[config.mk]
export PLATFORM = sky130hd
export DESIGN_NAME = mem_stage
export DESIGN_NICKNAME = d
export VERILOG_FILES = /design/src/rtl/mem_stage.sv
export SDC_FILE = /design/constraint.sdc
export NUM_CORES = 1
export LEC_CHECK = 0
export ABC_AREA = 1
export BUFFER_PORTS_ARGS = -buffer_cell sky130_fd_sc_hd__buf_2
export CORE_MARGIN = 1.5
export CORE_UTILIZATION = 46
export CTS_CLUSTER_DIAMETER = 50
export DETAILED_ROUTE_END_ITERATION = 10
export GPL_ROUTABILITY_DRIVEN = 0
export PLACE_DENSITY = 0.75
export SYNTH_ARGS = -nofsm -noshare
export SYNTH_HDL_FRONTEND = slang
export SYNTH_SLANG_ARGS = --single-unit
export TNS_END_PERCENT = 1
[constraint.sdc]
create_clock -name clk -period 4.8 [get_ports clk]
set_input_delay 1.44 -clock clk [delete_from_list [all_inputs] [get_ports clk]]
set_output_delay 1.44 -clock clk [all_outputs]
set_load 0.02 [all_outputs]
[src/rtl/mem_stage.sv]
// mem_stage -- memory-access pipeline stage.
//
// Takes the execute-stage bundle and does one of three things:
//   * non-memory ops: registers the result into the MEM/WB bundle (1 cycle).
//   * legal loads/stores: runs a request/response handshake on the
//     single-ported data memory while stalling upstream.
//   * illegal or misaligned accesses: raises a one-cycle fault and emits
//     a writeback bundle with the register write suppressed.
//
// Ports
//   clk, i_rst            clock / async active-low reset
//   i_valid .. i_funct3   execute-stage bundle
//   o_stall               upstream must hold its bundle
//   o_dmem_*              data-memory request (addr word aligned, byte mask,
//                         lane-replicated write data)
//   i_dmem_*              memory accept / load-data return
//   o_wb_*                MEM/WB bundle (o_wb_data also feeds prev_mem forwarding)
//   o_mem_fault           one-cycle pulse: illegal funct3, misalignment, timeout
//
// TIMEOUT_CYCLES: waiting cycles in REQ or RESP before faulting (0 = never).
module mem_stage #(
    parameter int TIMEOUT_CYCLES = 0
) (
    input  logic        clk,
    input  logic        i_rst,
    input  logic        i_valid,
    input  logic [31:0] i_ex_result,
    input  logic [31:0] i_store_data,
    input  logic        i_mem_read,
    input  logic        i_mem_write,
    input  logic        i_reg_write,
    input  logic [4:0]  i_rd_addr,
    input  logic [2:0]  i_funct3,
    output logic        o_stall,
    output logic        o_dmem_req,
    output logic        o_dmem_wen,
    output logic [31:0] o_dmem_addr,
    output logic [3:0]  o_dmem_mask,
    output logic [31:0] o_dmem_wdata,
    input  logic        i_dmem_ready,
    input  logic        i_dmem_rvalid,
    input  logic [31:0] i_dmem_rdata,
    output logic        o_wb_valid,
    output logic        o_wb_reg_write,
    output logic [4:0]  o_wb_rd_addr,
    output logic [31:0] o_wb_data,
    output logic        o_mem_fault
);

    typedef enum logic [1:0] {
        ST_IDLE = 2'd0,
        ST_REQ  = 2'd1,
        ST_RESP = 2'd2
    } state_t;

    localparam logic [31:0] TO_LIMIT = TIMEOUT_CYCLES;

    state_t      r_state, w_state_nxt;

    // Transaction latched on acceptance
    logic [31:0] r_addr;
    logic [31:0] r_sdata;
    logic [2:0]  r_funct3;
    logic [4:0]  r_rd;
    logic        r_reg_write;
    logic        r_is_load;
    logic [31:0] r_cnt;

    // MEM/WB registers
    logic        r_wb_valid;
    logic        r_wb_reg_write;
    logic [4:0]  r_wb_rd_addr;
    logic [31:0] r_wb_data;
    logic        r_fault;

    // Accept-side decode
    logic        w_is_mem, w_f3_legal, w_misalign;
    logic        w_ex_alu, w_ex_go, w_ex_fault;
    // Transaction events
    logic        w_st_done, w_ld_issue, w_ld_done, w_tmo, w_to_hit;
    // Datapath
    logic [3:0]  w_mask;
    logic [31:0] w_wdata;
    logic [31:0] w_rshift;
    logic [31:0] w_ldata;

    always_comb begin
        w_is_mem   = i_mem_read | i_mem_write;
        w_f3_legal = 1'b0;
        case (i_funct3)
            3'b000, 3'b001, 3'b010: w_f3_legal = 1'b1;
            3'b100, 3'b101:         w_f3_legal = i_mem_read;  // unsigned forms exist only for loads
            default:                w_f3_legal = 1'b0;
        endcase
        w_misalign = ((i_funct3[1:0] == 2'b01) && i_ex_result[0]) ||
                     ((i_funct3[1:0] == 2'b10) && (i_ex_result[1:0] != 2'b00));
        w_ex_alu   = (r_state == ST_IDLE) && i_valid && !w_is_mem;
        w_ex_go    = (r_state == ST_IDLE) && i_valid && w_is_mem && w_f3_legal && !w_misalign;
        w_ex_fault = (r_state == ST_IDLE) && i_valid && w_is_mem && !(w_f3_legal && !w_misalign);
    end

    // r_cnt counts completed waiting cycles, so the hit fires on the
    // TIMEOUT_CYCLES-th waiting cycle.
    assign w_to_hit = (TIMEOUT_CYCLES > 0) && (r_cnt == TO_LIMIT - 32'd1);

    always_comb begin
        w_state_nxt = r_state;
        w_st_done   = 1'b0;
        w_ld_issue  = 1'b0;
        w_ld_done   = 1'b0;
        w_tmo       = 1'b0;
        case (r_state)
            ST_IDLE: begin
                if (w_ex_go) w_state_nxt = ST_REQ;
            end
            ST_REQ: begin
                if (i_dmem_ready) begin
                    if (r_is_load) begin
                        w_ld_issue  = 1'b1;
                        w_state_nxt = ST_RESP;
                    end else begin
                        w_st_done   = 1'b1;
                        w_state_nxt = ST_IDLE;
                    end
                end else if (w_to_hit) begin
                    w_tmo       = 1'b1;
                    w_state_nxt = ST_IDLE;
                end
            end
            ST_RESP: begin
                if (i_dmem_rvalid) begin
                    w_ld_done   = 1'b1;
                    w_state_nxt = ST_IDLE;
                end else if (w_to_hit) begin
                    w_tmo       = 1'b1;
                    w_state_nxt = ST_IDLE;
                end
            end
            default: w_state_nxt = ST_IDLE;
        endcase
    end

    // Lane enables and replicated write data (same lane pattern for loads).
    always_comb begin
        w_mask  = 4'b1111;
        w_wdata = r_sdata;
        case (r_funct3[1:0])
            2'b00: begin
                w_mask  = 4'b0001 << r_addr[1:0];
                w_wdata = {4{r_sdata[7:0]}};
            end
            2'b01: begin
                w_mask  = 4'b0011 << r_addr[1:0];
                w_wdata = {2{r_sdata[15:0]}};
            end
            default: begin
                w_mask  = 4'b1111;
                w_wdata = r_sdata;
            end
        endcase
    end

    // Move the addressed lane down to bit 0, then extend.
    assign w_rshift = i_dmem_rdata >> {r_addr[1:0], 3'b000};

    always_comb begin
        w_ldata = i_dmem_rdata;
        case (r_funct3)
            3'b000:  w_ldata = {{24{w_rshift[7]}}, w_rshift[7:0]};
            3'b001:  w_ldata = {{16{w_rshift[15]}}, w_rshift[15:0]};
            3'b100:  w_ldata = {24'd0, w_rshift[7:0]};
            3'b101:  w_ldata = {16'd0, w_rshift[15:0]};
            default: w_ldata = i_dmem_rdata;
        endcase
    end

    always_ff @(posedge clk or negedge i_rst) begin
        if (!i_rst) r_state <= ST_IDLE;
        else        r_state <= w_state_nxt;
    end

    always_ff @(posedge clk or negedge i_rst) begin
        if (!i_rst) begin
            r_addr         <= '0;
            r_sdata        <= '0;
            r_funct3       <= '0;
            r_rd           <= '0;
            r_reg_write    <= 1'b0;
            r_is_load      <= 1'b0;
            r_cnt          <= '0;
            r_wb_valid     <= 1'b0;
            r_wb_reg_write <= 1'b0;
            r_wb_rd_addr   <= '0;
            r_wb_data      <= '0;
            r_fault        <= 1'b0;
        end else begin
            if (w_ex_go) begin
                r_addr      <= i_ex_result;
                r_sdata     <= i_store_data;
                r_funct3    <= i_funct3;
                r_rd        <= i_rd_addr;
                r_reg_write <= i_reg_write;
                r_is_load   <= i_mem_read;  // read wins when both are set
            end

            if (w_ex_go || w_ld_issue)  r_cnt <= '0;
            else if (r_state != ST_IDLE) r_cnt <= r_cnt + 32'd1;

            r_wb_valid <= w_ex_alu | w_ex_fault | w_st_done | w_ld_done | w_tmo;
            r_fault    <= w_ex_fault | w_tmo;

            // rd/data hold across bubbles so the forwarding source stays stable.
            if (w_ex_alu) begin
                r_wb_reg_write <= i_reg_write;
                r_wb_rd_addr   <= i_rd_addr;
                r_wb_data      <= i_ex_result;
            end else if (w_ld_done) begin
                r_wb_reg_write <= r_reg_write;
                r_wb_rd_addr   <= r_rd;
                r_wb_data      <= w_ldata;
            end else if (w_ex_fault) begin
                r_wb_reg_write <= 1'b0;
                r_wb_rd_addr   <= i_rd_addr;
                r_wb_data      <= '0;
            end else if (w_st_done || w_tmo) begin
                r_wb_reg_write <= 1'b0;
                r_wb_rd_addr   <= r_rd;
                r_wb_data      <= '0;
            end else begin
                r_wb_reg_write <= 1'b0;
            end
        end
    end

    assign o_stall        = (r_state != ST_IDLE);
    assign o_dmem_req     = (r_state == ST_REQ);
    assign o_dmem_wen     = o_dmem_req && !r_is_load;
    assign o_dmem_addr    = o_dmem_req ? {r_addr[31:2], 2'b00} : 32'd0;
    assign o_dmem_mask    = o_dmem_req ? w_mask : 4'd0;
    assign o_dmem_wdata   = o_dmem_wen ? w_wdata : 32'd0;
    assign o_wb_valid     = r_wb_valid;
    assign o_wb_reg_write = r_wb_reg_write;
    assign o_wb_rd_addr   = r_wb_rd_addr;
    assign o_wb_data      = r_wb_data;
    assign o_mem_fault    = r_fault;

endmodule
== Word-level counts from Yosys, hierarchy flattened ==
Index checks and enable logic that the tools add are counted.

* Register bits after elaboration: 116
* Input port bits: 112

* Equality and inequality tests: 15
* Shifts and indexed selects: 3
* Multiplexer cells: 27
* Bitwise gates (word level): 4
* Reduce and logical (&&, ||, !) cells: 25

{| class="wikitable"
|+ Operator list
! operator !! number
|-
| $mux 32 || 6
|-
| $pmux 32 s4 || 1
|-
| $pmux 32 s2 || 1
|-
| $shr 32x5->16 || 1
|-
| $mux 5 || 4
|-
| $eq 3x3->1 const B || 4
|-
| $logic_and 1x1->1 || 10
|-
| $mux 2 || 4
|-
| $pmux 4 s2 || 1
|-
| $mux 1 || 7
|-
| $eq 2x1->1 const B || 3
|-
| $eq 3x1->1 const B || 2
|-
| $logic_not 3->1 || 2
|-
| $pmux 2 s3 || 1
|-
| $eq 2x2->1 const B || 2
|-
| $logic_not 1->1 || 4
|-
| $logic_not 2->1 || 2
|-
| $mux 4 || 1
|-
| $ne 2x2->1 const B || 2
|-
| $or 1x1->1 || 4
|-
| $reduce_bool 2->1 || 2
|-
| $reduce_bool 4->1 || 1
|-
| $shl 1x2->4 const A || 1
|-
| $shl 2x2->4 const A || 1
|-
| other kinds (7) || 7
|}

== Longest topological paths before layout ==
Gate-level depths: netlist of the first run.

* Depth after elaboration: 10
* Mapped depth: 11

== Worst setup path before layout of the first run ==
Ideal clock, no wire load.

* Path kind: reg-to-output
* Start: reg r_funct3[1]
* End: out o_dmem_wdata[15]
* Arrival: 1.602 ns
* Slack: 1.758 ns
* Stages on the path, launching flop included: 6
* Buffers on the path: 2
* Cell sequence: dfrtp_1 > clkinv_1 > clkbuf_1 > buf_1 > nor2_1 > nor3_1

* Longest elaborated chain between the ends: 3
* Elaborated cells on any way between the ends: 4

{| class="wikitable"
|+ Ends and longest elaborated chain
! what !! RTL line !! RTL
|-
| from (decl) || 63 || <nowiki>logic [2:0] r_funct3;</nowiki>
|-
| from (signal assigned) || 200 || <nowiki>r_funct3 <= i_funct3;</nowiki>
|-
| $eq 2x1->1 or $logic_not 2->1 (tied branches) || 147 || <nowiki>case (r_funct3[1:0])</nowiki>
|-
| $pmux 32 s2 (*) || 147 ||
|-
| $mux 32 (*) || 240 || <nowiki>assign o_dmem_wdata = o_dmem_wen ? w_wdata : 32'd0;</nowiki>
|-
| to (decl) || 39 || <nowiki>output logic [31:0] o_dmem_wdata,</nowiki>
|}

Mark *: on every way between the ends. The rest lies on a longest branch, timed or not.

== Worst setup path in the final report of the first run ==
* Start: reg r_funct3[1]
* End: out o_dmem_mask[3]

* Longest elaborated chain between the ends: 3
* Elaborated cells on any way between the ends: 4

{| class="wikitable"
|+ Ends and longest elaborated chain
! what !! RTL line !! RTL
|-
| $eq 2x1->1 or $logic_not 2->1 (tied branches) || 147 ||
|-
| $pmux 4 s2 (*) || 147 ||
|-
| $mux 4 (*) || 239 || <nowiki>assign o_dmem_mask = o_dmem_req ? w_mask : 4'd0;</nowiki>
|-
| to (decl) || 38 || <nowiki>output logic [3:0] o_dmem_mask,</nowiki>
|}

Marked as above.

==> flow_summary.yaml, run 1 <==
clocking:
  cts.sinks: 116
  cts-resized-gates: 0
  clk_latency_ns: 0.41
  ctsRootBufferMaster: "clkbuf_16"
  clockBufferDepth: 2
  htree_levels: 4
  cts_buffers: 17
  path_clk_slew_ns: 0.05
  cts_hold_buf: 0
  post_cts_buffers: 0
  tritoncts: "done"
critical_path:
  end_kind: "output pin"
  crit_buf_inv: 3
  slowest_stage: "dfrtp_1"
  crit_chain: "inv_2 > nand2_1 > inv_1 > o21ai_0 > a21oi_1 > buf_2"
  slowest_delay_ns: 0.52
  crit_type: "reg -> out"
  crit_family: "buffers and inverters"
  arrival_ns: 2.53
  start_kind: "flop"
  cp.required_ns: 3.36
  crit_fanout: 28
die:
  core_um2: 12800
  std_cell_rows: 41
  io_pins: 223
  die_h_um: 118
  initial_core_util_pct: 47.7
  dieArea_um2: 13900
  dieWidth_um: 118
timing:
  maxSlewHeadroom_pct: 39.0
  hold_violations: 0
  rsz0062_at_grt: "false"
  fin_crit_ns: 3.97
  fin_setup_tns_ns: 0
  slew_viol_final: 0
  fmax_mhz: 252
  worst_pin_slew_ns: 0.915
  skew_ns: 0.00776
  finalSetupViolCount: 0
  worst_hold_slack_ns: 0.475
  fin_crit_sh_pct: 82.7
placed_design:
  detailed_place_hpwl_um: 13500
  port_buffers: 220
  place_area_um2: 7260
logic_synthesis:
  syn-cell-area_um2: 6090
  synth_edf_count: 0
  syn_avg_cell_area_um2: 7.17
  synth.area.top_cells: "dfrtp_1 (48%), nand2_1 (16%), nor2_1 (9.8%)"
  ys_seq_area_share_pct: 47.6
  synth_ff_type: "dfrtp_1"
  ys_types: 27
  synth_top_area_share_pct: 47.6
  yosys_warnings: 0
  synth_seq_cells: 116
  synth_most_common_cell: "nand2_1"
  ys_top_cells_by_count: "nand2_1 (255), nor2_1 (159), dfrtp_1 (116)"
  async_reset_ff_share_pct: 100
  synth_top_area_cell: "dfrtp_1"
  synthCells: 850
global_routing:
  grt_pass1_wl_um: 31100
  grt_max_degree: 71
  grt.total_usage_pct: 28.2
  first_global_vias: 6092
  antenna_found_initial: 3
  overflow: 0
finish:
  post_route_cells_drive_above_1_share_pct: 25.8
  final_nets: 1166
  area_delta_synth_final_pct: 28.4
  fin_area_um2: 7830
run:
  cap_violations: 0
power_and_ir_drop:
  ir_drop_v: 0.000256
  power.density_nw_per_um2: 478
  p_leak_nw: 4.57
route:
  vias: 6329
  drc: 0
  wl_per_cell_um: 15.2
  via_per_inst: 5.10
  dr.pass1.iters: 5
  dr.first_iter.drc_count: 437
  drt_wl_total_um: 18900
  ant_nets: 0
status:
  status: "completed"
hold_path:
  hp-class: "reg -> reg"
## cells by family after synthesis
kind of cell	Yosys count	synth area share (%)
other cells	1	0.0615
buf+inv	112	7.90
simple gates	513	35.1
compound gates	108	9.34
flops	116	47.6
## power breakdown
part           leakage, nW  switching, W  internal, W
Clock                0.282      0.000416     0.000785
Combinational         2.87      0.000797     0.000368
Sequential            1.41      0.000164      0.00122
Total                 4.57       0.00138      0.00237
## layout by cell type, fill, tap and decap left out, types with 2 or more instances in the layout
cell	count
nor2_4	3
buf_2	219
conb_1	2
nor2_1	159
inv_2	5
o21ai_0	32
o22ai_1	9
buf_4	9
diode_2	3
clkbuf_1	3
a22oi_1	7
clkinv_2	3
nand3b_1	6
inv_1	62
dfrtp_1	116
nor2_2	2
nand2_2	4
nor3_1	2
a21oi_1	60
clkbuf_8	6
clkbuf_16	17
nand2_1	255
nand2_4	3
nand3_1	75
## state kept, by name, indices dropped and copies added (netlist names)
register	flops
r_is_load	1
r_rd	5
o_mem_fault	1
r_reg_write	1
o_wb_data	32
o_wb_rd_addr	5
r_addr	32
r_state	2
r_funct3	3
o_wb_valid	1
r_sdata	32
o_wb_reg_write	1
## final cells by class
type                            instances  area (um^2)
Fill cell                            1203         4950
Sequential cell                       116         2900
Multi-Input combinational cell        623         2720
Timing Repair Buffer                  228         1160
Clock buffer                           26          519
Inverter                               68          255
Tap cell                              172          215
Clock inverter                          4         45.0
Antenna cell                            3         7.51
## worst paths after layout
path | cells after the start | start | slack [ns] | endpoint
max | 6 | r_funct3[1] | 0.83 | o_dmem_mask[3]
min | 2 | o_wb_data[7] | 0.47 | o_wb_data[7]
max reg2reg | 7 | r_state[1] | 2.33 | r_addr[20]
min reg2reg | 2 | o_wb_data[7] | 0.47 | o_wb_data[7]
max in group asynchronous | 2 | i_rst | 2.73 | o_wb_data[19]
min in group asynchronous | 1 | i_rst | 1.17 | r_addr[29]
## through the flow
stage	total power (W)	utilization (%)	cells	worst slack, ns
final	0.00374	61.3	1240	0.831
after global routing	0.00398	61.3	1239	0.684
after CTS	0.00375	61.2	1237	0.865
after detailed placement	0.00255	56.8	1207	1.31
after global placement	0.00252	56.8	1207	1.42
after floorplan	0.00216	-	851	1.76
## worst reg2reg max path, cell delays in order, from the launching register on
cell and delay [ns]:
dfrtp_1 0.45, nor2_4 0.14, nand2_2 0.10, nor2_4 0.54, nand2_4 0.49, buf_4 0.41
nor2_1 0.16, a21oi_1 0.06
## routing by layer
metal | vias up | share of wire [%] | GRT usage (%)
met5 | - | 0 | 0
met4 | 0 | 2.0 | 8.31
met3 | 28 | 9.0 | 8.38
met2 | 281 | 47 | 44.3
met1 | 2927 | 42 | 37.8
li1 | 3093 | - | -
(Power assumes the default switching activity.)
==> inputs of run 2 (changes only) <==
--- a/config.mk
+++ b/config.mk
@@ -5,14 +5,14 @@
 export SDC_FILE = /design/constraint.sdc
 export NUM_CORES = 1
 export LEC_CHECK = 0
-export ABC_AREA = 1
+export ABC_AREA = 0
 export BUFFER_PORTS_ARGS = -buffer_cell sky130_fd_sc_hd__buf_2
 export CORE_MARGIN = 1.5
-export CORE_UTILIZATION = 46
+export CORE_UTILIZATION = 45
 export CTS_CLUSTER_DIAMETER = 50
 export DETAILED_ROUTE_END_ITERATION = 10
 export GPL_ROUTABILITY_DRIVEN = 0
-export PLACE_DENSITY = 0.75
+export PLACE_DENSITY = 0.77
 export SYNTH_ARGS = -nofsm -noshare
 export SYNTH_HDL_FRONTEND = slang
 export SYNTH_SLANG_ARGS = --single-unit
==> constraint.sdc (replaced) <==
create_clock -name clk -period 3.31 [get_ports clk]
set_input_delay 0.993 -clock clk [delete_from_list [all_inputs] [get_ports clk]]
set_output_delay 0.993 -clock clk [all_outputs]
set_load 0.02 [all_outputs]
==> run 2 against run 1 <==
Sequential power grew 51%. Clock skew grew 0.00057 ns. Sequential cell count is the same. Critical path depth is the same. Sequential share of layout area shrank 0.79 points. Routed wire length shrank 8.8%. Worst setup slack lost 0.56 ns. Via count shrank 18%. Combinational power grew 60%. Global-route usage shrank 3.0 points. Clock power grew 64%. Critical path type unchanged.
==> flow_summary.yaml, run 2 <==
critical_path:
  startpoint: "r_state[0]"
  r2r-start: "r_addr[1]"
  r2r_slack_ns: 0.90
  reg2reg_depth: 7
  crit_chain: "nand2_1 > inv_1 > nand2b_2 > buf_4 > a21oi_1 > buf_2"
  r2r-end: "o_wb_data[24]"
  end_kind: "output pin"
  cp.required_ns: 2.32
  crit_fanout: 13
  start_kind: "flop"
  arrival_ns: 2.05
  slowest_delay_ns: 0.47
  slowest_stage: "dfrtp_1"
  crit_type: "reg -> out"
logic_synthesis:
  synth_most_common_cell: "dfrtp_1"
  yosys_warnings: 0
  synth_ff_type: "dfrtp_1"
  synth_top_area_cell: "dfrtp_1"
  syn_avg_cell_area_um2: 10.6
  syn-cell-area_um2: 6050
  async_reset_ff_share_pct: 100
  synthCells: 569
  synth.area.top_cells: "dfrtp_1 (48%), mux2_2 (15%), mux2i_1 (6.1%)"
  synth_top_area_share_pct: 48.0
  ys_types: 37
  synth_seq_cells: 116
  ys_seq_area_share_pct: 48.0
  synth_edf_count: 0
  ys_top_cells_by_count: "dfrtp_1 (116), mux2_2 (82), o21ai_0 (54)"
global_routing:
  overflow: 0
  antenna_found_initial: 0
  grt_max_degree: 53
  first_global_vias: 5230
  grt_pass1_wl_um: 27500
  grt.total_usage_pct: 25.2
power_and_ir_drop:
  p_int_w: 0.00395
  power_frac_comb_pct: 31.4
  ir_drop_v: 0.000468
  clkPwrFrac_pct: 33.3
  p_sw_share_pct: 33.3
  power_frac_seq_pct: 35.3
  power.density_nw_per_um2: 741
  p_sw_w: 0.00198
  p_leak_nw: 4.10
placed_design:
  dp_cells: 940
  port_buffers: 220
  place_area_um2: 7350
  detailed_place_hpwl_um: 12800
clocking:
  clk_latency_ns: 0.42
  htree_levels: 4
  ctsRootBufferMaster: "clkbuf_16"
  clockBufferDepth: 2
  cts.sinks: 116
  path_clk_slew_ns: 0.05
  cts-resized-gates: 0
  cts_buffers: 17
  tritoncts: "done"
  post_cts_buffers: 0
  cts_hold_buf: 0
die:
  std_cell_rows: 42
  core_um2: 13200
  initial_core_util_pct: 45.9
  die_h_um: 119
  io_pins: 223
  dieWidth_um: 119
  dieArea_um2: 14200
finish:
  final_common_cell: "buf_2"
  post_route_cells_drive_above_1_share_pct: 46.4
  area_delta_synth_final_pct: 32.2
  fin_area_um2: 8000
  final_nets: 895
  mostFrequentLayoutCells: "buf_2 (219), dfrtp_1 (116), mux2_2 (82)"
  num-fill-cells: 1133
  regArea_um2: 2900
  instances_no_fill: 972
  multiInputGateArea_um2: 2960
  diodes: 0
hold_path:
  holdPathEnd: "r_addr[6]"
  hp-start: "r_addr[6]"
  hold_depth: 1
  hp-class: "reg -> reg"
timing:
  fmax_mhz: 329
  rsz0062_at_grt: "false"
  fin_crit_ns: 3.04
  fin_crit_sh_pct: 91.8
  fin_setup_tns_ns: 0
  finalSetupViolCount: 0
  skew_ns: 0.00833
  maxSlewHeadroom_pct: 47.4
  worst_pin_slew_ns: 0.789
  hold_violations: 0
  slew_viol_final: 0
route:
  drt_wl_total_um: 17200
  dr.first_iter.drc_count: 174
  via_per_inst: 5.31
  ant_nets: 0
  wl_per_cell_um: 17.7
  dr.pass1.iters: 4
  vias: 5160
  drc: 0
status:
  status: "completed"
run:
  cap_violations: 0
run 2: worst max-delay path by stage:
stage,cells past startpoint,endpoint
final,6,o_dmem_wdata[15]
after floorplan,7,o_wb_data[22]
after CTS,6,o_dmem_wdata[7]
after global placement,7,o_wb_data[29]
after global routing,6,o_dmem_wdata[14]
after detailed placement,7,o_wb_data[24]
run 2: area by class of cell:
type / count / share of cell area (%)
tap: 176 / 2.75
clock buffer: 20 / 5.84
multi-input combinational: 405 / 37.0
clock inverter: 12 / 2.22
inverter: 6 / 0.313
timing repair buffer: 237 / 15.6
sequential: 116 / 36.3
run 2: worst max-delay path: cells and delay by family, from the launching register on:
family,cells,cell delay (ns)
simple gates,2,0.42
flops,1,0.47
compound gates,1,0.16
buf+inv,3,0.58
run 2: cell families (layout without fill, tap and decap cells):
logic type | after synthesis | in the layout | share of synthesized area [%]
buffers and inverters | 49 | 275 | 3.41
other | 1 | 2 | 0.0620
muxes | 128 | 128 | 23.6
AOI/OAI and AO/OA | 123 | 123 | 13.0
DFF | 116 | 116 | 48.0
and+or+nand+nor | 152 | 152 | 11.9
run 2: metal layers:
metal | vias up | part of all wire (%) | global-route usage [%]
met3 | 21 | 6.0 | 6.51
met4 | 0 | 1.5 | 8.21
met1 | 2521 | 43 | 31.3
li1 | 2435 | - | -
met5 | - | 0 | 0
met2 | 183 | 50 | 43.0
run 2: power groups by stage:
stage | combinational, W | clock (W) | sequential, W
floorplan | 0.00123 | 0 | 0.00211
global placement | 0.00184 | 0 | 0.00210
CTS | 0.00188 | 0.00200 | 0.00209
global route | 0.00203 | 0.00207 | 0.00214
detailed placement | 0.00187 | 0 | 0.00210
finish | 0.00186 | 0.00197 | 0.00209
run 2: metrics by stage:
stage	worst slack, ns	total power (W)	hold slack [ns]	util [%]
6_report	0.271	0.00593	0.495	60.6
2_1_floorplan	0.539	0.00334	0.467	-
3_5_place_dp	0.363	0.00397	0.481	55.7
5_1_grt	0.158	0.00625	0.502	60.6
3_3_place_gp	0.416	0.00393	0.475	55.7
4_1_cts	0.0664	0.00597	0.497	60.6
==> inputs of run 3 (changes only) <==
--- a/config.mk
+++ b/config.mk
@@ -8,11 +8,12 @@
 export ABC_AREA = 0
 export BUFFER_PORTS_ARGS = -buffer_cell sky130_fd_sc_hd__buf_2
 export CORE_MARGIN = 1.5
-export CORE_UTILIZATION = 45
+export CORE_UTILIZATION = 46
+export CTS_BUF_LIST = sky130_fd_sc_hd__clkbuf_8
 export CTS_CLUSTER_DIAMETER = 50
 export DETAILED_ROUTE_END_ITERATION = 10
 export GPL_ROUTABILITY_DRIVEN = 0
-export PLACE_DENSITY = 0.77
+export PLACE_DENSITY = 0.78
 export SYNTH_ARGS = -nofsm -noshare
 export SYNTH_HDL_FRONTEND = slang
 export SYNTH_SLANG_ARGS = --single-unit
==> run 3 against run 2 <==
Sequential power hardly changed. Worst hold slack hardly changed. Die area is 2.1% lower. Non-clock buffer count is 1 lower. Sequential share of layout area is 1.2 points higher. Combinational power hardly changed. Sequential cell count stayed put. Clock power is 32% lower. Core utilization is 0.26 points higher. Largest power group unchanged.
==> flow_summary.yaml, run 3 (synthesized netlist as in run 2, its figures left out) <==
global_routing:
  overflow: 0
  grt_pass1_wl_um: 27900
  grt.total_usage_pct: 25.9
  first_global_vias: 5361
  grt_max_degree: 52
  antenna_found_initial: 0
placed_design:
  port_buffers: 220
  pre_cts_ws_ns: 0.257
  dp_cells: 935
  detailed_place_hpwl_um: 13200
hold_path:
  hp-class: "in -> async"
route:
  dr.pass1.iters: 5
  dr.first_iter.drc_count: 252
  drc: 0
  drt_wl_total_um: 17600
  via_per_inst: 5.42
  wl_per_cell_um: 18.2
  ant_nets: 0
  vias: 5245
finish:
  final_common_cell: "buf_2"
  final_nets: 894
  area_delta_synth_final_pct: 28.0
  mostFrequentLayoutCells: "buf_2 (219), dfrtp_1 (115), mux2_2 (82)"
  instances_no_fill: 967
  post_route_cells_drive_above_1_share_pct: 46.3
  diodes: 0
critical_path:
  crit_type: "reg -> out"
  startpoint: "r_state[0]"
  start_kind: "flop"
  arrival_ns: 2.08
  reg2reg_depth: 6
  end_kind: "output pin"
  cp.required_ns: 2.32
  r2r_slack_ns: 0.80
  r2r-start: "r_addr[0]"
  r2r-end: "o_wb_data[20]"
  crit_fanout: 21
timing:
  maxSlewHeadroom_pct: 47.9
  hold_violations: 0
  fmax_mhz: 325
  final.setup.worst_slack_ns: 0.234
  fin_crit_sh_pct: 92.9
  slew_viol_final: 0
  skew_ns: 0.00916
  fin_crit_ns: 3.08
  rsz0062_at_grt: "false"
  worst_pin_slew_ns: 0.782
  fin_setup_tns_ns: 0
  finalSetupViolCount: 0
power_and_ir_drop:
  p_sw_share_pct: 35.7
  p_leak_nw: 3.99
  power.density_nw_per_um2: 683
  power_frac_comb_pct: 34.8
  clkPwrFrac_pct: 25.1
  ir_drop_v: 0.000397
  p_int_w: 0.00340
  p_sw_w: 0.00189
  power_frac_seq_pct: 40.1
clocking:
  clockBufferDepth: 2
  path_clk_slew_ns: 0.07
  ctsRootBufferMaster: "clkbuf_8"
  cts.sinks: 116
  clk_latency_ns: 0.44
  htree_levels: 4
  cts_buffers: 17
  tritoncts: "done"
die:
  dieArea_um2: 13900
  core_um2: 12700
  initial_core_util_pct: 47.6
  dieWidth_um: 118
  std_cell_rows: 41
  io_pins: 223
  die_h_um: 118
run:
  cap_violations: 0
status:
  status: "completed"
==> run 3: area by class of cell <==
type,instances,area (um^2)
Clock buffer,19,262
Clock inverter,13,141
Fill cell,1105,4970
Inverter,6,25.0
Multi-Input combinational cell,405,2960
Sequential cell,116,2900
Tap cell,172,215
Timing Repair Buffer,236,1240
==> run 3: how the worst max path moves through the flow <==
| stage | to | cells after the start | slack (ns) |
|---|---|---|---|
| 2_1_floorplan | o_wb_data[22] | 7 | 0.54 |
| 3_3_place_gp | o_dmem_wdata[7] | 6 | 0.36 |
| 3_5_place_dp | o_dmem_wdata[7] | 6 | 0.26 |
| 4_1_cts | o_dmem_wdata[12] | 4 | 0.08 |
| 5_1_grt | o_dmem_wdata[23] | 6 | 0.05 |
| 6_report | o_dmem_wdata[5] | 6 | 0.23 |
==> run 3: metrics by stage <==
step	area (um^2)	util [%]	power, W	hold WS (ns)
finish	7750	60.9	0.00529	0.495
global route	7750	60.9	0.00559	0.515
CTS	7740	60.9	0.00532	0.487
detailed placement	7340	57.7	0.00398	0.486
global placement	7340	57.7	0.00390	0.478
floorplan	6050	-	0.00334	0.467
==> run 3: power by group through the flow <==
stage	sequential (W)	clock, W	combinational (W)
2_1_floorplan	0.00211	0	0.00123
3_3_place_gp	0.00211	0	0.00179
3_5_place_dp	0.00213	0	0.00185
4_1_cts	0.00211	0.00135	0.00185
5_1_grt	0.00217	0.00141	0.00201
6_report	0.00212	0.00133	0.00184
==> run 3: timing repair <==
| item | 4_1_cts | 5_1_grt |
|---|---|---|
| hold buffers | 0 | 0 |
| gates resized for setup | 1 | 3 |
| endpoints found under the setup margin | 13 | 15 |
| buffers inserted | 0 | 0 |
==> run 3: worst max-delay path, cell delays in order, from the launching register on <==
cell	delay, ns
dfrtp_1	0.48
nand2_1	0.20
inv_1	0.13
nand2b_2	0.27
inv_2	0.23
and2_1	0.16
buf_2	0.16
==> run 3: layer usage <==
| metal | wire, um | GRT usage, % | part of all wire (%) |
|---|---|---|---|
| met1 | 6930 | 30.2 | 39 |
| met2 | 8750 | 44.1 | 50 |
| met3 | 1250 | 6.83 | 7.1 |
| met4 | 636 | 12.7 | 3.6 |
| met5 | 0 | 0 | 0 |
